[src/rtl/hazard_pkg.sv]
// ============================================================================
// hazard_pkg: shared encodings and defaults for the pipeline hazard controller
// Revision: 1.0
// ============================================================================
`default_nettype none

package hazard_pkg;

  localparam logic       ST_RUN             = 1'b0;
  localparam logic       ST_MD              = 1'b1;
  localparam logic [4:0] REG_ZERO           = 5'd0;
  localparam logic [31:0] NOP_INSTR         = 32'h0;
  localparam int         MD_LATENCY_DEFAULT = 4;

endpackage

`default_nettype wire

[src/rtl/sat_counter.sv]
// ============================================================================
// sat_counter: synchronous-reset up counter that sticks at all-ones
// Revision: 1.0
// ============================================================================
`default_nettype none

module sat_counter #(
  parameter int W = 16
) (
  input  logic         Clk,
  input  logic         Reset,
  input  logic         inc,
  output logic [W-1:0] count
);

  logic [W-1:0] count_q;
  logic [W-1:0] count_d;

  always_comb begin
    count_d = count_q;
    if (inc && (count_q != {W{1'b1}})) begin
      count_d = count_q + W'(1);
    end
  end

  always_ff @(posedge Clk) begin
    if (Reset) begin
      count_q <= '0;
    end else begin
      count_q <= count_d;
    end
  end

  assign count = count_q;

endmodule

`default_nettype wire

[src/rtl/pipe_hazard_ctrl.sv]
// ============================================================================
// pipe_hazard_ctrl: load-use / branch / mult-div stall and flush control
// Revision: 1.0
// ============================================================================
`default_nettype none

module pipe_hazard_ctrl
  import hazard_pkg::*;
#(
  parameter int MD_LATENCY = MD_LATENCY_DEFAULT,
  parameter int CNT_W      = 4,
  parameter int PERF_W     = 16
) (
  input  logic              Clk,
  input  logic              Reset,
  input  logic [4:0]        id_rs,
  input  logic [4:0]        id_rt,
  input  logic              id_uses_rt,
  input  logic              id_muldiv,
  input  logic              ex_mem_read,
  input  logic [4:0]        ex_rt,
  input  logic              branch_taken,
  output logic              pc_write,
  output logic              if_id_hold,
  output logic              if_id_flush,
  output logic              id_ex_bubble,
  output logic [PERF_W-1:0] perf_stall_cycles,
  output logic [PERF_W-1:0] perf_flushes
);

  logic             state_q;
  logic             state_d;
  logic [CNT_W-1:0] md_cnt_q;
  logic [CNT_W-1:0] md_cnt_d;
  logic             load_use;

  // Loads targeting $zero never create a dependency.
  assign load_use = ex_mem_read && (ex_rt != REG_ZERO) &&
                    ((ex_rt == id_rs) || (id_uses_rt && (ex_rt == id_rt)));

  always_ff @(posedge Clk) begin
    if (Reset) begin
      state_q  <= ST_RUN;
      md_cnt_q <= '0;
    end else begin
      state_q  <= state_d;
      md_cnt_q <= md_cnt_d;
    end
  end

  always_comb begin
    state_d  = state_q;
    md_cnt_d = md_cnt_q;
    case (state_q)
      ST_RUN: begin
        if (!branch_taken && !load_use && id_muldiv) begin
          state_d  = ST_MD;
          md_cnt_d = CNT_W'(MD_LATENCY);
        end
      end
      ST_MD: begin
        // A branch here is a protocol error; the countdown is unaffected.
        if (md_cnt_q == CNT_W'(1)) begin
          state_d  = ST_RUN;
          md_cnt_d = '0;
        end else begin
          md_cnt_d = md_cnt_q - CNT_W'(1);
        end
      end
      default: begin
        state_d  = ST_RUN;
        md_cnt_d = '0;
      end
    endcase
  end

  always_comb begin
    pc_write     = 1'b1;
    if_id_hold   = 1'b0;
    if_id_flush  = 1'b0;
    id_ex_bubble = 1'b0;
    if (Reset) begin
      pc_write     = 1'b0;
      if_id_flush  = 1'b1;
      id_ex_bubble = 1'b1;
    end else begin
      case (state_q)
        ST_RUN: begin
          if (branch_taken) begin
            if_id_flush  = 1'b1;
            id_ex_bubble = 1'b1;
          end else if (load_use) begin
            pc_write     = 1'b0;
            if_id_hold   = 1'b1;
            id_ex_bubble = 1'b1;
          end
        end
        ST_MD: begin
          pc_write     = 1'b0;
          if_id_hold   = 1'b1;
          id_ex_bubble = 1'b1;
          if_id_flush  = branch_taken;
        end
        default: begin
          pc_write = 1'b1;
        end
      endcase
    end
  end

  sat_counter #(.W(PERF_W)) u_stall_cnt (
    .Clk   (Clk),
    .Reset (Reset),
    .inc   (!pc_write),
    .count (perf_stall_cycles)
  );

  sat_counter #(.W(PERF_W)) u_flush_cnt (
    .Clk   (Clk),
    .Reset (Reset),
    .inc   (if_id_flush),
    .count (perf_flushes)
  );

endmodule

`default_nettype wire

[config.mk]
export PLATFORM = sky130hd
export DESIGN_NAME = pipe_hazard_ctrl
export DESIGN_NICKNAME = d
export VERILOG_FILES = /design/src/rtl/hazard_pkg.sv /design/src/rtl/sat_counter.sv /design/src/rtl/pipe_hazard_ctrl.sv
export SDC_FILE = /design/constraint.sdc
export NUM_CORES = 1
export LEC_CHECK = 0
export ABC_AREA = 1
export CELL_PAD_IN_SITES_DETAIL_PLACEMENT = 0
export CELL_PAD_IN_SITES_GLOBAL_PLACEMENT = 1
export CORE_MARGIN = 5
export CORE_UTILIZATION = 34
export CTS_BUF_LIST = sky130_fd_sc_hd__clkbuf_16
export DETAILED_ROUTE_END_ITERATION = 6
export PLACE_DENSITY = 0.86
export RECOVER_POWER = 50
export SLEW_MARGIN = 20
export SYNTH_ARGS = -nofsm -noshare
export SYNTH_HDL_FRONTEND = slang
export SYNTH_SLANG_ARGS = --single-unit
[constraint.sdc]
create_clock -name Clk -period 1.7 [get_ports Clk]
set_input_delay 0.34 -clock Clk [delete_from_list [all_inputs] [get_ports Clk]]
set_output_delay 0.34 -clock Clk [all_outputs]
set_load 0.03 [all_outputs]
==> After elaboration in Yosys (flattened, before gate mapping) <==
Cells that the tools add are included.
{ "classes": {"mux": 20, "n_bitwise": 1, "eq_ne": 6, "reduce_logical": 12, "addsub": 3} }
{ "op_table": {"columns": ["op", "count"], "rows": [
  ["adder 16 x 1 -> 16 bit (second input constant)", 2],
  ["!= test 16 bit (second input constant)", 2],
  ["2-to-1 mux 1 bit", 12],
  ["== test 5 bit", 2],
  ["case mux 1 bit (2 select lines)", 5],
  ["2-to-1 mux 4 bit", 2],
  ["case mux 4 bit (2 select lines)", 1],
  ["logical AND 1 bit", 7],
  ["nonzero test 5 bit", 1],
  ["== test 4 x 1 -> 1 bit (second input constant)", 1],
  ["subtractor 4 x 1 -> 4 bit (second input constant)", 1],
  ["logical NOT 1 bit", 3],
  ["!= test 2 bit (second input constant)", 1],
  ["logical OR 1 bit", 1],
  ["inverter 1 bit", 1]
]} }
{ "word_totals": {"input_bits": 21, "output_inout_bits": 36, "reg_bits": 37} }

==> Depth between registers and ports, before layout <==
Gate-level depths: netlist of run 1.
{ "depth": {"ltp_word": 10, "mapped_depth": 12} }

==> By module <==
A second synthesis of run 1 with hierarchy kept.
{ "hier_totals": {"cells_unflattened": 398, "area_unflattened_um2": 2407.3} }
{ "by_module_without_submodules": {"columns": ["mod", "area_each_um2", "seq_area_each_um2", "instances", "cells_per_inst"], "rows": [
  ["sat_counter", 929.6, 320.3, 2, 149],
  ["pipe_hazard_ctrl", 548.0, 100.1, 1, 100]
]} }

==> Worst setup path before layout of run 1 <==
OpenSTA, ideal clock, no wires.
{ "synth_timing": {"kind": "register to register", "startpoint": "register u_stall_cnt.count_q[0], in the netlist u_stall_cnt.count[0]", "endpoint": "register u_stall_cnt.count_q[0], in the netlist u_stall_cnt.count[0]", "setup_time_ns": 0.116, "stages_incl_launch_ff": 10, "arrival_time_ns": 1.768, "path_slack_ns": -0.184, "period_less_slack_ns": 1.884, "t_required_ns": 1.584, "cell_sequence": "dfxtp_1 ha_1 nand2_2 nor2_4 nand4_4 nor2_4 inv_2 buf_2 a21oi_1 nor2_1"} }
{ "synth_between": {"elab_chain_len": 2, "word_cells_on_any_way": 3, "cone_classes": "add/sub (1); eq/ne (1); reduce/logical (1)"} }
{ "synth_lines": {"columns": ["item", "line", "text"], "rows": [
  ["start: declaration", "sat_counter.sv:16", "logic [W-1:0] count_q;"],
  ["start signal: assignment", "sat_counter.sv:30", "count_q <= count_d;"],
  ["branches (longest 2 deep; another with adder 16 x 1 -> 16 bit)", null, null]
]} }
Parallel ways; which one is timed is not known.
A chain may end at the register's enable or synchronous reset.

==> Worst setup path in the final report of run 1 <==
{ "layout_timing": {"startpoint": "register u_flush_cnt.count_q[12], in the netlist u_flush_cnt.count[12]", "endpoint": "output port perf_flushes[12]"} }
{ "layout_rtl": {"columns": ["item", "line", "text"], "rows": [
  ["start: declaration", "sat_counter.sv:16", null],
  ["start signal: assignment", "sat_counter.sv:30", null],
  ["end: declaration", "pipe_hazard_ctrl.sv:28", "output logic [PERF_W-1:0] perf_flushes"]
]} }
No word-level cell between the ends.

==> results of run 1 <==
## cells in the final DEF (no fill, tap or decap), types with 2 or more instances in the layout
cell type        synthesis  routed
nor2_2                   1       5
a21oi_1                 31      30
nand3_2                  0       2
nand4_1                  3       3
clkbuf_2                 0       7
xor2_1                  13      13
dfxtp_2                  0       3
buf_4                    1      23
inv_1                   42      38
o21ai_0                 15      14
nand2_2                  2       3
ha_1                     4       2
nor2_4                   2       2
clkbuf_1                 3       5
xnor2_1                  6       6
nand3_1                 35      32
clkdlybuf4s15_1          0       2
clkdlybuf4s50_1          0      14
clkbuf_16                0       5
nor2_1                  37      33
clkbuf_4                 0       3
nand2_1                 89      87
buf_2                    2       6
ha_2                     0       2
dfxtp_4                  0       3
dfxtp_1                 37      31
nor3_2                   0       2
dlygate4sd2_1            0      18
inv_2                    3       8
nor3_1                  10       8
buf_6                    1       2
## worst paths after layout
kind | end | slack, ns | cells past startpoint
max | perf_flushes[12] | 0.03 | 1
min | u_flush_cnt.count[0]$_SDFFE_PP0P_ | 0.46 | 1
max reg2reg | u_stall_cnt.count[13]$_SDFFE_PP0P_ | 0.13 | 9
min reg2reg | u_flush_cnt.count[0]$_SDFFE_PP0P_ | 0.46 | 1
## worst reg2reg max path: cells and delay by family (launching register included)
kind,cells,cell delay (ns)
AOI/OAI and AO/OA,1,0.06
adders and majority gates,1,0.21
buffers and inverters,2,0.25
DFF,1,0.38
and+or+nand+nor,5,0.55
## final cells by class
cell class / instances / area (um^2) / share of cell area (%)
multi-input combinational: 253 / 1330 / 41.9
sequential: 37 / 756 / 23.9
timing repair buffer: 82 / 652 / 20.6
inverter: 45 / 169 / 5.34
clock buffer: 5 / 125 / 3.96
tap: 77 / 96.3 / 3.05
clock inverter: 3 / 37.5 / 1.19
## sequential cells by signal, summed over array words and instances, names as in the netlist
name	cells
md_cnt_q	4
state_q	1
u_flush_cnt.count	16
u_stall_cnt.count	16
## logic make-up (layout without fill, tap and decap cells)
family          count (synthesis)  count (layout)  synth area share [%]
simple gates                  184             184                  36.7
buf+inv                        52             135                  9.47
compound gates                 46              46                  10.4
flops                          37              37                  33.6
xor+xnor                       19              19                  7.54
fa+ha+maj                       4               4                  2.27
## metrics by stage
stage | TNS, ns | hold slack (ns) | utilization, %
5_1_grt | -0.136 | 0.483 | 50.1
3_3_place_gp | -9.30 | 0.458 | 47.9
2_1_floorplan | -0.00151 | 0.419 | -
3_5_place_dp | -9.91 | 0.457 | 47.9
4_1_cts | 0 | 0.466 | 50.1
6_report | 0 | 0.456 | 50.1
## layer usage
layer	wire (um)	up-vias	GRT usage [%]
met5	0	-	0
met4	23	0	2.98
met3	292	2	4.50
met2	2920	48	24.6
met1	2760	1073	18.0
li1	-	1251	-
## where the power goes
group / switching, mW / leakage [nW] / internal (mW)
clock network: 0.358 / 0.0826 / 0.682
logic: 0.186 / 1.00 / 0.138
registers: 0.0271 / 0.303 / 0.892
total: 0.572 / 1.39 / 1.71
## repair_timing
| item | 4_1_cts | 5_1_grt |
|---|---|---|
| cloned | 0 | 0 |
| gates resized for setup | 70 | 29 |
| hold buffers | 0 | 0 |
| pin swaps | 21 | 12 |
| endpoints found under the setup margin | 35 | 28 |
| setup buffers | 1 | 0 |
==> results.tsv, run 1 <==
metric	value	unit
outcome	complete, no violations	
gr usage total	14.5	%
async set-or-reset flop fraction in the synthesized netlist	0	%
Synth Warn #	0	
top post-synthesis cells by area	dfxtp_1, nand2_1, nand3_1, inv_1, a21oi_1	
number of setup violations in the final report	0	
Setup Skew	0.00257	ns
hold path startpoint	u_flush_cnt.count[0]$_SDFFE_PP0P_	
Row Count	29	
Routed WL per cell	11.9	um
Achievable Freq	0.599	GHz
Least-Margin Pin Slew	0.389	ns
EDFF count, synth	0	
Peak VDD IR	0.000505	V
share of post-route cells with drive strength above 1	19.8	%
syn avg cell area	6.45	um^2
post-DP HPWL	4.60	mm
fin crit share	98.3	%
CORE AREA	6310	um^2
vias in the first global route	2279	
via count	2374	
Yosys cell types	25	
PortBufs	56	
non-filler instance count after layout	502	
FF+latch count, synth	37	
CTS buffer count	5	
area grow syn2layout	43.3	%
Slew Limit Headroom	74.2	%
first-pass GRT wire length	10.1	mm
data required time of the critical path	1.36	ns
clk_lat worst skew	0.28	ns
CTS Root Cell	clkbuf_16	
crit path launch type	flop	
syn_nets	367	
TritonCTS clock tree	built	
critical path launch point	u_flush_cnt.count[12]$_SDFFE_PP0P_	
# diodes	0	
Worst path top cell family by delay	buffers and inverters	
GPL Wtd Cong	0.814	
CP Capture Type	output pin	
Final WS setup	0.0292	ns
cell count after synthesis	342	
residual DRC count	0	
Setup WS pre-CTS	-0.489	ns
final global-route overflow total	0	
initial core utilization	34.9	%
FF-to-FF Start	u_stall_cnt.count[0]$_SDFFE_PP0P_	
most frequent cell after synthesis	nand2_1	
chip width	90.5	um
clock transition at the registers of the reported paths	0.06	ns
WL final	5.99	mm
Pre-Repair DR Iteration Count	4	
RSZ-0062 raised after global routing	true	
PnR Total Power	2.28	mW
antenna violations before repair	0	
Bufs and invs on worst path	1	
placed cells	493	
worst stage delay on the critical path	0.68	ns
# IOs	57	
pwr/cell area	722	nW/um^2
Final Hold Fails	0	
instance area at placement	3030	um^2
buffer depth of the longest clock path	2	
CTS H-Tree Depth	2	
critical path cell sequence	clkdlybuf4s50_1	
die area	8200	um^2
top post-synthesis cells by count	nand2_1, inv_1, dfxtp_1, nor2_1, nand3_1	
Filler cells	667	
sequential element share of the synthesized area	33.6	%
Synth top area share	33.6	%
WS Path Type	reg2out	
design area	3160	um^2
remaining antenna violation count	0	
Synth Flop Type	dfxtp_1	
dominant cell type by area after synthesis	dfxtp_1	
class of the worst hold path	reg2reg	
slowest stage cell on the critical path	clkdlybuf4s50_1	
die height	90.5	um
Leak	1.39	nW
maximum number of pins on one net before global-route repair	17	
Detailed Route Iter0 Violations	84	
max-cap viol count	0	
Post-Syn Area	2210	um^2
Data arrival, critical path	1.33	ns
nets	449	
Final min period	1.67	ns
Slew Limit Fails	0	
Clock Sinks	37	
Critical Path Fanout Max	3	
Via density	4.73	
Power figures use the tool's default switching activity.
==> run 2: changes to the inputs <==
--- a/config.mk
+++ b/config.mk
@@ -12,7 +12,7 @@
 export CORE_UTILIZATION = 34
 export CTS_BUF_LIST = sky130_fd_sc_hd__clkbuf_16
 export DETAILED_ROUTE_END_ITERATION = 6
-export PLACE_DENSITY = 0.86
+export PLACE_DENSITY = 0.81
 export RECOVER_POWER = 50
 export SLEW_MARGIN = 20
 export SYNTH_ARGS = -nofsm -noshare
==> run 2 against run 1 <==
Total power shrank 7.0%. Die area did not move. Critical path type unchanged. Setup slack improved by 0.0046 ns. Core utilization increased by 1.5 points. Largest cell class unchanged.
==> results.tsv, run 2 (synthesized netlist as in run 1, its figures left out) <==
metric	value	unit
RSZ-0062 raised after global routing	true	
pwr/cell area	653	nW/um^2
die height	90.5	um
post-DP HPWL	4.70	mm
Bufs and invs on worst path	1	
critical path capture point	perf_stall_cycles[15]	
Clock Sinks	37	
share of post-route cells with drive strength above 1	22.9	%
Via density	4.63	
crit path launch type	flop	
Setup WS pre-CTS	-0.523	ns
Slew Limit Fails	0	
max-cap viol count	0	
leading cell types in the layout, fill and taps excluded	nand2_1, inv_1, buf_4	
CORE AREA	6310	um^2
outcome	complete, no violations	
number of setup violations in the final report	0	
CTS Root Cell	clkbuf_16	
Leak	1.51	nW
Final min period	1.67	ns
nets	456	
class of the worst hold path	reg2reg	
GPL Wtd Cong	0.775	
vias in the first global route	2296	
worst r2r dst	u_stall_cnt.count[9]$_SDFFE_PP0P_	
Worst R2R Setup Slack	0.13	ns
CTS buffer count	5	
Min-Delay Path Depth	1	
residual DRC count	0	
CTS H-Tree Depth	2	
remaining antenna violation count	0	
slowest stage cell on the critical path	clkdlybuf4s50_1	
data required time of the critical path	1.36	ns
Achievable Freq	0.600	GHz
WL final	6.18	mm
final global-route overflow total	0	
Routed WL per cell	12.1	um
critical path launch point	u_stall_cnt.count[15]$_SDFFE_PP0P_	
Setup Skew	0.00482	ns
Peak VDD IR	0.000417	V
Least-Margin Pin Slew	0.365	ns
via count	2357	
initial core utilization	34.9	%
critical path cell sequence	clkdlybuf4s50_1	
CP Capture Type	output pin	
die area	8200	um^2
design area	3250	um^2
r2r worst-path depth	9	
Data arrival, critical path	1.33	ns
WS Path Type	reg2out	
# diodes	0	
maximum number of pins on one net before global-route repair	17	
instance area at placement	3060	um^2
Final WS setup	0.0338	ns
clock transition at the registers of the reported paths	0.06	ns
clk_lat worst skew	0.28	ns
fin crit share	98.0	%
area grow syn2layout	47.5	%
Worst path top cell family by delay	buffers and inverters	
PortBufs	56	
gr usage total	15.1	%
chip width	90.5	um
# IOs	57	
Detailed Route Iter0 Violations	100	
Row Count	29	
most common cell after layout, fill and taps aside	nand2_1	
antenna violations before repair	0	
buffer depth of the longest clock path	2	
Slew Limit Headroom	75.5	%
Critical Path Fanout Max	3	
worst stage delay on the critical path	0.68	ns
first-pass GRT wire length	10.4	mm
Pre-Repair DR Iteration Count	4	
Final Hold Fails	0	
critical path depth	1	
FF-to-FF Start	u_stall_cnt.count[0]$_SDFFE_PP0P_	
TritonCTS clock tree	built	
Filler cells	646	
[run 2: cell types whose count changed in the layout (fill, tap and decap cells not counted), sizes merged]
cell,delta
dlymetal6s2s,+4
clkdlybuf4s15,-1
inv,+1
buf,+19
bufinv,-1
clkbuf,-15
[run 2: area by class of cell]
type,count,area (um^2),share of cell area [%]
clock buffer,5,125,3.84
clock inverter,3,11.3,0.346
inverter,45,171,5.27
multi-input combinational,253,1330,40.9
sequential,37,759,23.3
tap,77,96.3,2.96
timing repair buffer,89,759,23.3
[run 2: how the worst min path moves through the flow]
stage,startpoint,to,slack (ns)
final,u_flush_cnt.count[0]$_SDFFE_PP0P_,u_flush_cnt.count[0]$_SDFFE_PP0P_,0.46
after global routing,u_flush_cnt.count[0]$_SDFFE_PP0P_,u_flush_cnt.count[0]$_SDFFE_PP0P_,0.48
after CTS,u_flush_cnt.count[0]$_SDFFE_PP0P_,u_flush_cnt.count[0]$_SDFFE_PP0P_,0.47
after detailed placement,u_flush_cnt.count[0]$_SDFFE_PP0P_,u_flush_cnt.count[0]$_SDFFE_PP0P_,0.46
after global placement,u_flush_cnt.count[0]$_SDFFE_PP0P_,u_flush_cnt.count[0]$_SDFFE_PP0P_,0.45
after floorplan,Reset,u_flush_cnt.count[6]$_SDFFE_PP0P_,0.42
[run 2: per-layer routing]
layer  vias up  wire length, um  GRT usage (%)  part of all wire, %
li1       1269                -              -                    -
met1      1036             2910           19.5                   47
met2        47             2890           24.6                   47
met3         5              298           3.75                  4.8
met4         0               73           4.59                  1.2
met5         -                0              0                    0
[run 2: where the power goes]
part / switching [mW] / internal (mW) / total, mW
Sequential: 0.0247 / 0.892 / 0.917
Combinational: 0.192 / 0.148 / 0.340
Clock: 0.340 / 0.527 / 0.867
[run 2: timing repair]
item | in CTS | in global routing
gates cloned | 0 | 0
hold buffers | 0 | 0
buffers inserted | 2 | 1
endpoints found under the setup margin | 36 | 28
hold endpoints to repair | 0 | 0
gates resized for setup | 83 | 36
pin swaps | 20 | 15
[run 2: stage by stage]
stage,hold WS [ns],TNS [ns],std cells,utilization [%],power (mW)
floorplan,0.419,-0.00151,342,-,1.11
global placement,0.453,-10.29,498,48.5,1.26
detailed placement,0.458,-11.64,498,48.5,1.27
finish,0.458,0,509,51.5,2.12
CTS,0.469,0,508,49.9,2.14
global route,0.484,-0.0609,509,51.5,2.23
==> run 3: changes to the inputs <==
--- a/config.mk
+++ b/config.mk
@@ -6,12 +6,14 @@
 export NUM_CORES = 1
 export LEC_CHECK = 0
 export ABC_AREA = 1
+export ABC_CLOCK_PERIOD_IN_PS = 1700
 export CELL_PAD_IN_SITES_DETAIL_PLACEMENT = 0
 export CELL_PAD_IN_SITES_GLOBAL_PLACEMENT = 1
 export CORE_MARGIN = 5
 export CORE_UTILIZATION = 34
 export CTS_BUF_LIST = sky130_fd_sc_hd__clkbuf_16
 export DETAILED_ROUTE_END_ITERATION = 6
+export GPL_TIMING_DRIVEN = 0
 export PLACE_DENSITY = 0.81
 export RECOVER_POWER = 50
 export SLEW_MARGIN = 20
==> run 3 against run 2 <==
Largest cell class unchanged. Wire length increased by 2.8%. Sequential power increased by 0.8%. Flip-flop and latch count unchanged. Highest routed layer unchanged. Clock power rose by 2%.
==> results.tsv, run 3 (synthesized netlist as in run 1, its figures left out) <==
metric	value	unit
remaining antenna violation count	0	
PnR Total Power	2.16	mW
class of the worst hold path	reg2reg	
non-filler instance count after layout	498	
area grow syn2layout	42.8	%
hold path startpoint	u_stall_cnt.count[15]$_SDFFE_PP0P_	
crit path launch type	flop	
Data arrival, critical path	1.33	ns
Setup WS pre-CTS	-1.12	ns
Switch Pwr	0.585	mW
CTS buffer count	5	
data required time of the critical path	1.36	ns
Util after Layout	49.9	%
FF-to-FF Start	u_stall_cnt.count[0]$_SDFFE_PP0P_	
Row Count	29	
worst stage delay on the critical path	0.68	ns
pwr/cell area	684	nW/um^2
GPL Wtd Cong	0.786	
# diodes	0	
CP Capture Type	output pin	
critical path launch point	u_flush_cnt.count[0]$_SDFFE_PP0P_	
TritonCTS clock tree	built	
Least-Margin Pin Slew	0.509	ns
number of setup violations in the final report	0	
CORE AREA	6310	um^2
hold_ws	0.477	ns
initial core utilization	34.9	%
design area	3150	um^2
Critical Path Fanout Max	5	
Clock Sinks	37	
critical path cell sequence	clkdlybuf4s50_1	
nets	445	
chip width	90.5	um
outcome	complete, no violations	
WL final	6.35	mm
Slew Limit Headroom	66.1	%
leading cell types in the layout, fill and taps excluded	nand2_1, inv_1, nor2_1	
clk_lat worst skew	0.28	ns
max-cap viol count	0	
Slew Limit Fails	0	
Flop pwr share	42.9	%
Filler cells	672	
residual DRC count	0	
Setup Skew	0.00521	ns
antenna violations before repair	0	
Peak VDD IR	0.000552	V
CTS H-Tree Depth	2	
Bufs and invs on worst path	1	
Sequential cell area	764	um^2
most common cell after layout, fill and taps aside	nand2_1	
die area	8200	um^2
RSZ-0062 raised after global routing	true	
Final min period	1.67	ns
Internal Power	1.57	mW
combinational power share	16.0	%
gr usage total	14.4	%
Via density	4.78	
via count	2382	
first-pass GRT wire length	9.94	mm
Leak	1.37	nW
post-DP HPWL	4.43	mm
Pre-Repair DR Iteration Count	4	
# IOs	57	
PortBufs	56	
final global-route overflow total	0	
Worst path top cell family by delay	buffers and inverters	
die height	90.5	um
share of post-route cells with drive strength above 1	22.1	%
clock transition at the registers of the reported paths	0.06	ns
maximum number of pins on one net before global-route repair	12	
slowest stage cell on the critical path	clkdlybuf4s50_1	
Final Hold Fails	0	
Routed WL per cell	12.8	um
Detailed Route Iter0 Violations	100	
fin crit share	98.3	%
buffer depth of the longest clock path	2	
CTS Root Cell	clkbuf_16	
Multi-input gate area	1370	um^2
power share of the clock group	41.2	%
Achievable Freq	0.598	GHz
vias in the first global route	2189	
sw frac	27.1	%
final setup TNS	0	ns
Final WS setup	0.0291	ns
placed cells	475	
instance area at placement	2880	um^2
WS Path Type	reg2out	
hold buffer count at CTS	0	
-- run 3: changes by cell type in the layout (fill, tap and decap cells not counted), sizes merged --
cell / change
buf: -16
clkbuf: +15
clkdlybuf4s50: -7
dlymetal6s2s: -5
clkinv: +3
inv: -3
clkdlybuf4s15: +2
-- run 3: area by class of cell --
| cell class | instances | area share, % |
|---|---|---|
| Multi-Input combinational cell | 253 | 43.3 |
| Clock buffer | 5 | 3.97 |
| Buffer | 6 | 1.47 |
| Inverter | 45 | 5.68 |
| Tap cell | 77 | 3.06 |
| Clock inverter | 3 | 0.437 |
| Timing Repair Buffer | 72 | 17.8 |
| Sequential cell | 37 | 24.3 |
-- run 3: worst paths after layout --
path                            slack (ns)  cells past startpoint                                 end
worst min register to register        0.48                      2  u_stall_cnt.count[15]$_SDFFE_PP0P_
worst max register to register        0.05                     10   u_stall_cnt.count[1]$_SDFFE_PP0P_
worst min-delay path                  0.48                      2  u_stall_cnt.count[15]$_SDFFE_PP0P_
worst max-delay path                  0.03                      1                     perf_flushes[0]
-- run 3: layer usage --
layer  up-vias  GRT usage (%)  part of all wire (%)  wire length, um
li1       1253              -                     -                -
met1      1066           18.4                    45             2830
met2        59           23.9                    49             3130
met3         4           3.75                   5.3              339
met4         0           3.97                  0.71               45
met5         -              0                     0                0
-- run 3: power by group through the flow --
stage / registers (mW) / clock network, mW / logic (mW)
after floorplan: 0.956 / 0 / 0.157
after global placement: 0.937 / 0 / 0.308
after detailed placement: 0.936 / 0 / 0.310
after CTS: 0.918 / 0.908 / 0.316
after global routing: 0.927 / 0.945 / 0.379
final: 0.924 / 0.887 / 0.345
-- run 3: timing repair --
action	in CTS	in global routing
hold endpoints to repair	0	0
resized for setup	117	49
pin swaps	26	15
buffers inserted	4	11
endpoints found under the setup margin	43	28
cloned	0	1
